$ cat config.mk
export PLATFORM = sky130hd
export DESIGN_NAME = change_dispense_ctrl
export DESIGN_NICKNAME = d
export VERILOG_FILES = /design/src/rtl/vend_pkg.sv /design/src/rtl/coin_hopper_if.sv /design/src/rtl/change_dispense_ctrl.sv
export SDC_FILE = /design/constraint.sdc
export NUM_CORES = 1
export LEC_CHECK = 0
export CORE_MARGIN = 3
export CORE_UTILIZATION = 55
export CTS_CLUSTER_DIAMETER = 50
export DETAILED_ROUTE_END_ITERATION = 12
export HOLD_SLACK_MARGIN = 0.06
export PLACE_DENSITY = 0.85
export SLEW_MARGIN = 20
export SYNTH_ARGS = -nofsm -noshare
export SYNTH_HDL_FRONTEND = slang
export SYNTH_SLANG_ARGS = --single-unit
$ cat constraint.sdc
create_clock -name clk -period 22.4 [get_ports clk]
set_clock_uncertainty 0.2 [all_clocks]
set_input_delay 4.48 -clock clk [delete_from_list [all_inputs] [get_ports clk]]
set_output_delay 4.48 -clock clk [all_outputs]
set_load 0.02 [all_outputs]
$ cat src/rtl/vend_pkg.sv
// Shared definitions for the vending machine change path.
// Holds the coin values, the default item price and the change sequencer's
// state encoding. The encoding is fixed so that the numeric state seen on the
// debug port stays stable between builds.
package vend_pkg;

    localparam int PRICE_DEFAULT = 30;
    localparam int DIME_CENTS    = 10;
    localparam int NICKEL_CENTS  = 5;

    typedef enum logic [2:0] {
        S_IDLE    = 3'd0,
        S_CALC    = 3'd1,
        S_EJ_DIME = 3'd2,
        S_WT_DIME = 3'd3,
        S_EJ_NICK = 3'd4,
        S_WT_NICK = 3'd5,
        S_DONE    = 3'd6,
        S_JAM     = 3'd7
    } chg_state_t;

endpackage

$ cat src/rtl/coin_hopper_if.sv
// One coin hopper channel: eject pulse, ack wait timer and inventory counter.
// Ports:
//   clk, reset      clock / asynchronous active-high reset
//   eject_en        sequencer is in the eject state for this coin
//   wait_en         sequencer is waiting for this coin's ack
//   ack             hopper sensor: one coin left the chute
//   restock_en      load the inventory from restock_val
//   restock_hold    blocks restock while any coin ack is outstanding
//   restock_val     new inventory value
//   eject           1-cycle release pulse to the hopper
//   ack_seen        ack accepted while waiting
//   timed_out       last waiting cycle passed without an ack
//   inv             current inventory
// Handshake: eject is high for one cycle; the coin is then owed until ack is
// seen during wait_en. Acks outside wait_en are ignored and never touch inv.
module coin_hopper_if #(
    parameter int INV_W   = 8,
    parameter int TIMEOUT = 255
) (
    input  logic             clk,
    input  logic             reset,
    input  logic             eject_en,
    input  logic             wait_en,
    input  logic             ack,
    input  logic             restock_en,
    input  logic             restock_hold,
    input  logic [INV_W-1:0] restock_val,
    output logic             eject,
    output logic             ack_seen,
    output logic             timed_out,
    output logic [INV_W-1:0] inv
);

    localparam int TW = $clog2(TIMEOUT + 1);

    logic [TW-1:0]    timer_q, timer_d;
    logic [INV_W-1:0] inv_q, inv_d;

    assign eject     = eject_en;
    assign ack_seen  = wait_en & ack;
    // TIMEOUT waiting cycles in a row without an ack declare a jam.
    assign timed_out = wait_en & ~ack & (timer_q == TW'(TIMEOUT - 1));
    assign inv       = inv_q;

    always_comb begin
        timer_d = timer_q;
        if (eject_en) begin
            timer_d = '0;
        end else if (wait_en && !ack && !timed_out) begin
            timer_d = timer_q + 1'b1;
        end
    end

    // An ack wins over a same-cycle restock; restock_hold covers that case too
    // since acks are only accepted while waiting.
    always_comb begin
        inv_d = inv_q;
        if (ack_seen) begin
            if (inv_q != '0) begin
                inv_d = inv_q - 1'b1;
            end
        end else if (restock_en && !restock_hold) begin
            inv_d = restock_val;
        end
    end

    always_ff @(posedge clk or posedge reset) begin
        if (reset) begin
            timer_q <= '0;
            inv_q   <= '0;
        end else begin
            timer_q <= timer_d;
            inv_q   <= inv_d;
        end
    end

endmodule

$ cat src/rtl/change_dispense_ctrl.sv
// Change path sequencer for the vending machine.
// On vend/refund it snapshots credit, computes change owed, splits it into
// dimes first then nickels, and pays out one coin at a time through two
// coin_hopper_if channels. Vends that cannot be paid out exactly are refused.
// Ports:
//   clk, reset                 clock / asynchronous active-high reset
//   vend_req, refund_req       1-cycle customer requests (only taken in IDLE)
//   credit                     inserted credit in cents
//   dime_ack, nickel_ack       hopper sensors
//   restock_en/_dimes/_nick    inventory load
//   dime_eject, nickel_eject   1-cycle coin release pulses
//   vend_ok, vend_denied       vend outcome pulses
//   credit_clear               acceptor zeroes its credit
//   busy, done, jam            status (jam is sticky until reset)
//   exact_only                 too few coins to guarantee change
//   state_dbg                  current sequencer state (vend_pkg::chg_state_t)
module change_dispense_ctrl
    import vend_pkg::*;
#(
    parameter int PRICE   = PRICE_DEFAULT,
    parameter int N       = 6,
    parameter int INV_W   = 8,
    parameter int TIMEOUT = 255
) (
    input  logic             clk,
    input  logic             reset,
    input  logic             vend_req,
    input  logic             refund_req,
    input  logic [N-1:0]     credit,
    input  logic             dime_ack,
    input  logic             nickel_ack,
    input  logic             restock_en,
    input  logic [INV_W-1:0] restock_dimes,
    input  logic [INV_W-1:0] restock_nick,
    output logic             dime_eject,
    output logic             nickel_eject,
    output logic             vend_ok,
    output logic             vend_denied,
    output logic             credit_clear,
    output logic             busy,
    output logic             done,
    output logic             jam,
    output logic             exact_only,
    output logic [2:0]       state_dbg
);

    localparam int DW = N - 3;                   // dime count: change/10 fits
    localparam int NW = N - 2;                   // nickel count: change/5 when no dimes
    localparam int AW = (N > INV_W) ? N : INV_W; // common width for change arithmetic

    chg_state_t    state_q, state_d;
    logic [N-1:0]  change_q, change_d;
    logic          is_vend_q, is_vend_d;
    logic [DW-1:0] dcnt_q, dcnt_d;
    logic [NW-1:0] ncnt_q, ncnt_d;

    logic [INV_W-1:0] dime_inv, nick_inv;
    logic dime_go, dime_wait, dime_seen, dime_to;
    logic nick_go, nick_wait, nick_seen, nick_to;
    logic wait_any;

    logic [AW-1:0] d_full, d_sel, rem, n_full, n_sel;
    logic          short_nick;

    assign dime_go   = (state_q == S_EJ_DIME);
    assign dime_wait = (state_q == S_WT_DIME);
    assign nick_go   = (state_q == S_EJ_NICK);
    assign nick_wait = (state_q == S_WT_NICK);
    assign wait_any  = dime_wait | nick_wait;

    coin_hopper_if #(.INV_W(INV_W), .TIMEOUT(TIMEOUT)) u_dime (
        .clk(clk), .reset(reset), .eject_en(dime_go), .wait_en(dime_wait),
        .ack(dime_ack), .restock_en(restock_en), .restock_hold(wait_any),
        .restock_val(restock_dimes), .eject(dime_eject), .ack_seen(dime_seen),
        .timed_out(dime_to), .inv(dime_inv)
    );

    coin_hopper_if #(.INV_W(INV_W), .TIMEOUT(TIMEOUT)) u_nick (
        .clk(clk), .reset(reset), .eject_en(nick_go), .wait_en(nick_wait),
        .ack(nickel_ack), .restock_en(restock_en), .restock_hold(wait_any),
        .restock_val(restock_nick), .eject(nickel_eject), .ack_seen(nick_seen),
        .timed_out(nick_to), .inv(nick_inv)
    );

    // Dimes first, limited by stock; the rest in nickels. change%5 is dropped.
    always_comb begin
        d_full     = AW'(change_q) / AW'(DIME_CENTS);
        d_sel      = (AW'(dime_inv) < d_full) ? AW'(dime_inv) : d_full;
        rem        = AW'(change_q) - d_sel * AW'(DIME_CENTS);
        n_full     = rem / AW'(NICKEL_CENTS);
        short_nick = n_full > AW'(nick_inv);
        n_sel      = short_nick ? AW'(nick_inv) : n_full;
    end

    always_comb begin
        state_d      = state_q;
        change_d     = change_q;
        is_vend_d    = is_vend_q;
        dcnt_d       = dcnt_q;
        ncnt_d       = ncnt_q;
        vend_ok      = 1'b0;
        vend_denied  = 1'b0;
        credit_clear = 1'b0;
        done         = 1'b0;
        case (state_q)
            S_IDLE: begin
                if (vend_req && credit >= N'(PRICE)) begin
                    change_d  = credit - N'(PRICE);
                    is_vend_d = 1'b1;
                    state_d   = S_CALC;
                end else begin
                    // A short vend is refused here; a simultaneous refund still runs.
                    vend_denied = vend_req;
                    if (refund_req) begin
                        change_d  = credit;
                        is_vend_d = 1'b0;
                        state_d   = S_CALC;
                    end
                end
            end
            S_CALC: begin
                if (is_vend_q && short_nick) begin
                    vend_denied = 1'b1;
                    state_d     = S_IDLE;
                end else begin
                    vend_ok      = is_vend_q;
                    credit_clear = 1'b1;
                    dcnt_d       = DW'(d_sel);
                    ncnt_d       = NW'(n_sel);
                    if (d_sel != '0)      state_d = S_EJ_DIME;
                    else if (n_sel != '0) state_d = S_EJ_NICK;
                    else                  state_d = S_DONE;
                end
            end
            S_EJ_DIME: state_d = S_WT_DIME;
            S_WT_DIME: begin
                if (dime_seen) begin
                    dcnt_d = dcnt_q - DW'(1);
                    if (dcnt_q > DW'(1))   state_d = S_EJ_DIME;
                    else if (ncnt_q != '0) state_d = S_EJ_NICK;
                    else                   state_d = S_DONE;
                end else if (dime_to) begin
                    state_d = S_JAM;
                end
            end
            S_EJ_NICK: state_d = S_WT_NICK;
            S_WT_NICK: begin
                if (nick_seen) begin
                    ncnt_d = ncnt_q - NW'(1);
                    if (ncnt_q > NW'(1)) state_d = S_EJ_NICK;
                    else                 state_d = S_DONE;
                end else if (nick_to) begin
                    state_d = S_JAM;
                end
            end
            S_DONE: begin
                done    = 1'b1;
                state_d = S_IDLE;
            end
            S_JAM:   state_d = S_JAM;
            default: state_d = S_IDLE;
        endcase
    end

    always_ff @(posedge clk or posedge reset) begin
        if (reset) begin
            state_q   <= S_IDLE;
            change_q  <= '0;
            is_vend_q <= 1'b0;
            dcnt_q    <= '0;
            ncnt_q    <= '0;
        end else begin
            state_q   <= state_d;
            change_q  <= change_d;
            is_vend_q <= is_vend_d;
            dcnt_q    <= dcnt_d;
            ncnt_q    <= ncnt_d;
        end
    end

    assign busy       = (state_q != S_IDLE);
    assign jam        = (state_q == S_JAM);
    assign exact_only = (dime_inv == '0) || (nick_inv < INV_W'(2));
    assign state_dbg  = state_q;

endmodule

==> flow_summary.json, run 1 <==
{
  "status": "finished clean",
  "via_per_inst": 6.24,
  "die_x_um": 97.3,
  "areaGrowthSynthToFinish_pct": 12.2,
  "drc_errors": 0,
  "layout_commonest_cell": "nor2_1",
  "grt_setup_unrepaired": "false",
  "grt_pass1_wl_um": 19800,
  "cts_max_path_buffers": 2,
  "nets": 672,
  "max_freq_mhz": 69.5,
  "crit_path_start_kind": "register",
  "worstPathRequired_ns": 17.72,
  "grt.total_usage_pct": 24.4,
  "n_fill_cell": 661,
  "antenna_left": 0,
  "place.gp.congestion": 0.940,
  "drive_above_1_share_pct": 6.91,
  "hp-class": "register to register",
  "setup_tns_ns": 0,
  "ctsResizeCount": 0,
  "crit_path_start": "change_q[4]",
  "setup_viol": 0,
  "hp-start": "ncnt_q[3]",
  "cts_inserted_buffers": 5,
  "ys.flop_type": "dfrtp_1",
  "final_cell_mix": "58 x nor2_1, 55 x a21oi_1, 49 x dfrtp_1, 45 x o21ai_0, 44 x nand2_1",
  "instances_no_fill": 710,
  "yosys_warnings": 0,
  "synth_edf_count": 0,
  "worstSkewPairLatency_ns": 0.32,
  "antenna_found_initial": 0,
  "cap_violations": 0,
  "min_period_over_period_pct": 64.3,
  "critPathSlowestCell": "clkdlybuf4s50_1",
  "ioPinCount": 41,
  "maxSlewViolCount": 0,
  "critical_path_peak_fanout": 10,
  "dp_hpwl_um": 8650,
  "drt_iter0_drc": 285,
  "clk_pin_slew_ns": 0.10,
  "wirelength_um": 11500,
  "dieArea_um2": 9470,
  "yosysSeqAreaShare_pct": 26.7,
  "fp.dieH_um": 97.3,
  "crit_top_cell": "ha_1",
  "diodes": 0,
  "avgSynthCellArea_um2": 7.96,
  "hold_viol_final": 0,
  "start_util_pct": 58.1,
  "synthArstFlopShare_pct": 100,
  "hold_slack_ns": 0.346,
  "overflow": 0,
  "relSlewSlack_pct": 33.0,
  "dp.cells": 702,
  "r2r-start": "change_q[4]",
  "critical_path_class": "register to primary output",
  "cts_setup_buffers": 0,
  "grt_max_degree": 50,
  "routedWlPerCell_um": 16.1,
  "cpPeakStageDelay_ns": 0.66,
  "period_minus_slack_ns": 14.39,
  "tightestPinTransition_ns": 0.998,
  "htree_levels": 2,
  "cts.sinks": 49,
  "dr.pass1.iters": 4,
  "grt_pass1_vias": 4209,
  "cp.arrival_ns": 9.71,
  "yosys.cell_types.count": 82,
  "core_um2": 7890,
  "syn-cell-area_um2": 4580,
  "ys_ff_latch": 49,
  "syn_inst": 576,
  "cp-end-kind": "primary output",
  "io_buffers": 40,
  "vias": 4428,
  "num_rows": 32,
  "holdBufCountCts": 0,
  "root_buffer": "clkbuf_8",
  "critPathBufInv": 6,
  "cts_tree": "yes",
  "cp_top_family": "compound AO/OA/AOI/OAI gates"
}
-- state kept, by name, summed over array words and instances (netlist names) --
signal          cells
change_q            6
dcnt_q              3
is_vend_q           1
ncnt_q              4
state_dbg           3
u_dime.inv          8
u_dime.timer_q      8
u_nick.inv          8
u_nick.timer_q      8
-- metrics by stage --
stage,cell area [µm²],utilization [%],setup slack [ns]
global placement,5030,63.8,8.81
floorplan,4600,-,9.76
detailed placement,5030,63.8,8.41
global route,5140,65.2,7.25
CTS,5130,65.0,8.03
finish,5140,65.2,8.01
-- routing by layer --
metal / global-route usage (%) / share of wire, % / vias to the layer above
met1: 32.2 / 44 / 2098
met3: 3.45 / 5.0 / 29
met5: 0 / 0 / -
li1: - / - / 2154
met2: 40.4 / 48 / 147
met4: 9.37 / 2.5 / 0
-- Yosys cell counts, drive strengths merged, types with 5 or more instances --
master / n / share of area (%)
a21oi: 57 / 6.3
a22oi: 6 / 0.98
a31oi: 11 / 1.6
and3: 11 / 1.6
buf: 5 / 0.87
clkbuf: 14 / 1.1
dfrtp: 49 / 27
ha: 34 / 9.3
inv: 43 / 3.5
mux2: 5 / 1.2
mux2i: 9 / 2.0
nand2: 44 / 3.6
nand2b: 5 / 0.68
nand3: 11 / 1.2
nand4: 11 / 1.5
nor2: 61 / 5.2
nor2b: 7 / 0.96
nor3: 29 / 3.2
o21a: 7 / 1.1
o21ai: 45 / 4.9
o22ai: 9 / 1.2
or3: 9 / 1.3
xnor2: 8 / 1.9
xor2: 12 / 2.5
-- final cells by class --
cell class                      instances  area, µm²  area share, %
Multi-Input combinational cell        468       3130           60.9
Sequential cell                        49       1230           23.8
Timing Repair Buffer                   40        400           7.78
Inverter                               43        163           3.16
Tap cell                              102        128           2.48
Clock buffer                            5       68.8           1.34
Clock inverter                          3       26.3          0.511
-- logic make-up after synthesis --
kind of cell	count (synthesis)	synth area share (%)
and+or+nand+nor	210	23.3
AOI/OAI and AO/OA	180	25.4
buffers and inverters	62	5.54
DFF	49	26.7
adders and majority gates	39	10.9
xor gates and xnor gates	21	4.91
muxes	14	3.19
other	1	0.0818
-- path summary, 6_finish.rpt --
| kind | end | slack [ns] | cells after the start |
|---|---|---|---|
| max | vend_ok | 8.01 | 38 |
| min | ncnt_q[3] | 0.35 | 1 |
| max reg2reg | ncnt_q[3] | 12.81 | 40 |
| min reg2reg | ncnt_q[3] | 0.35 | 1 |
| max in group asynchronous | state_dbg[1] | 17.06 | 2 |
| min in group asynchronous | state_dbg[0] | 4.43 | 2 |
Power of run 1 is left out: the tool's default activity adds up to more than one toggle a clock period on the data nets, which glitch-free logic cannot reach.
==> run 2: changes to the inputs <==
--- a/config.mk
+++ b/config.mk
@@ -6,7 +6,7 @@
 export NUM_CORES = 1
 export LEC_CHECK = 0
 export CORE_MARGIN = 3
-export CORE_UTILIZATION = 55
+export CORE_UTILIZATION = 53
 export CTS_CLUSTER_DIAMETER = 50
 export DETAILED_ROUTE_END_ITERATION = 12
 export HOLD_SLACK_MARGIN = 0.06
==> constraint.sdc (replaced) <==
create_clock -name clk -period 11.9 [get_ports clk]
set_clock_uncertainty 0.2 [all_clocks]
set_input_delay 2.38 -clock clk [delete_from_list [all_inputs] [get_ports clk]]
set_output_delay 2.38 -clock clk [all_outputs]
set_load 0.02 [all_outputs]
==> run 2 against run 1 <==
  * Final area rose by 1.6%
  * Critical path depth did not move
  * Register-to-register slack got worse by 9.9 ns
  * Setup slack got worse by 7.4 ns
  * Die area rose by 3.5%
  * Sequential share of layout area fell by 0.33 points
  * Core utilization fell by 2.2 points
  * First-iteration DRC count rose by 27%
  * Count of clock-buffer cells in the layout rose by 1
  * Global-route usage fell by 0.86 points
  * Final cell count rose by 0.85%
  * Critical endpoint unchanged
  * Via count rose by 1.2%
==> flow_summary.json, run 2 (synthesis results as in run 1) <==
{
  "cp.arrival_ns": 8.68,
  "vias": 4482,
  "grt_pass1_vias": 4226,
  "dr.pass1.iters": 6,
  "dieArea_um2": 9800,
  "num_rows": 33,
  "grt_pass1_wl_um": 19700,
  "place.gp.congestion": 0.876,
  "met2_usage_pct": 40.6,
  "relSlewSlack_pct": 31.3,
  "antenna_found_initial": 0,
  "dpl-instance-area_um2": 5050,
  "diodes": 0,
  "wirelength_um": 11400,
  "fp.dieH_um": 99.0,
  "antenna_left": 0,
  "dp_hpwl_um": 8570,
  "core_um2": 8300,
  "crit_path_start_kind": "register",
  "drc_errors": 0,
  "ioPinCount": 41,
  "via_per_inst": 6.26,
  "status": "finished clean",
  "critical_path_class": "register to primary output",
  "max_freq_mhz": 88.8,
  "maxSlewViolCount": 0,
  "root_buffer": "clkbuf_8",
  "cts_max_path_buffers": 2,
  "multi_input_area_um2": 3160,
  "setup_tns_ns": 0,
  "r2r_slack_ns": 2.90,
  "cp-end-kind": "primary output",
  "cts.sinks": 49,
  "cts_inserted_buffers": 5,
  "grt.busiest_layer": "met2",
  "tightestPinTransition_ns": 1.03,
  "period_minus_slack_ns": 11.26,
  "critPathSlowestCell": "fa_1",
  "grt.total_usage_pct": 23.5,
  "met3_usage_pct": 1.77,
  "layout_commonest_cell": "nor2_1",
  "grt_max_degree": 50,
  "instances_no_fill": 716,
  "die_x_um": 99.0,
  "met1_usage_pct": 31.4,
  "final_cell_mix": "57 x nor2_1, 56 x a21oi_1, 47 x dfrtp_1, 45 x o21ai_0, 44 x nand2_1",
  "overflow": 0,
  "io_buffers": 40,
  "regArea_um2": 1230,
  "clk_pin_slew_ns": 0.10,
  "setup_slack_ns": 0.644,
  "drt_iter0_drc": 361,
  "setup_viol": 0,
  "grt_setup_unrepaired": "false",
  "drive_above_1_share_pct": 8.67,
  "routedWlPerCell_um": 15.9,
  "crit_top_cell": "ha_1",
  "areaGrowthSynthToFinish_pct": 14.0,
  "n_fill_cell": 697,
  "start_util_pct": 55.2,
  "worstSkewPairLatency_ns": 0.31,
  "hp-class": "register to register",
  "design_area_um2": 5230,
  "min_period_over_period_pct": 94.6,
  "nets": 675,
  "place_ws_ns": 0.0698,
  "cap_violations": 0,
  "cts_tree": "yes",
  "worstPathRequired_ns": 9.32,
  "htree_levels": 2,
  "cpPeakStageDelay_ns": 0.49,
  "hold_viol_final": 0,
  "critical_path_peak_fanout": 10,
  "dp.cells": 707
}
-- run 2: cell count changes in the layout (fill, tap and decap cells not counted), sizes merged --
cell	before	now
bufinv	0	1
buf	0	3
clkbuf	5	7
clkdlybuf4s50	40	37
clkinvlp	2	1
dlymetal6s2s	0	2
inv	43	42
-- run 2: worst max-delay path: cells and delay by family, from the launching register on --
kind            cells  cell delay [ns]
simple gates        5             0.80
fa+ha+maj           9             2.70
flops               1             0.44
compound gates     17             3.39
buf+inv             6             0.74
mux                 1             0.31
-- run 2: layout make-up --
cell class | count | area share, %
multi-input cells | 468 | 60.5
flip-flops and latches | 49 | 23.5
repair buffers | 43 | 8.09
inverters | 43 | 3.11
well taps | 105 | 2.51
clock buffers | 6 | 1.58
clock inverters | 2 | 0.718
-- run 2: metrics by stage --
| step | hold WS (ns) | util (%) |
|---|---|---|
| finish | 0.337 | 63.0 |
| global route | 0.380 | 63.0 |
| CTS | 0.341 | 62.6 |
| detailed placement | 0.331 | 60.8 |
| global placement | 0.311 | 60.8 |
| floorplan | 0.281 | - |
-- run 2: worst paths after layout --
path / end / startpoint / cells after the start
worst max-delay path: vend_ok / change_q[4] / 38
worst min-delay path: u_nick.timer_q[0] / u_nick.timer_q[0] / 1
worst min register to register: u_nick.timer_q[0] / u_nick.timer_q[0] / 1
min in group asynchronous: u_dime.timer_q[4] / reset / 2
worst max register to register: ncnt_q[3] / change_q[4] / 40
max in group asynchronous: change_q[4] / reset / 2
-- run 2: what timing repair did --
action,in CTS,in global routing
endpoints found under the setup margin,3,3
hold buffers,0,0
gates resized for setup,5,10
pin swaps,0,2
buffers inserted,1,0
-- run 2: routing by layer --
layer,routed length [µm],vias up,part of all wire (%)
met4,236,0,2.1
met1,5050,2131,44
met2,5580,162,49
li1,-,2164,-
met5,0,-,0
met3,502,25,4.4
Power of run 2 is left out for the same reason.
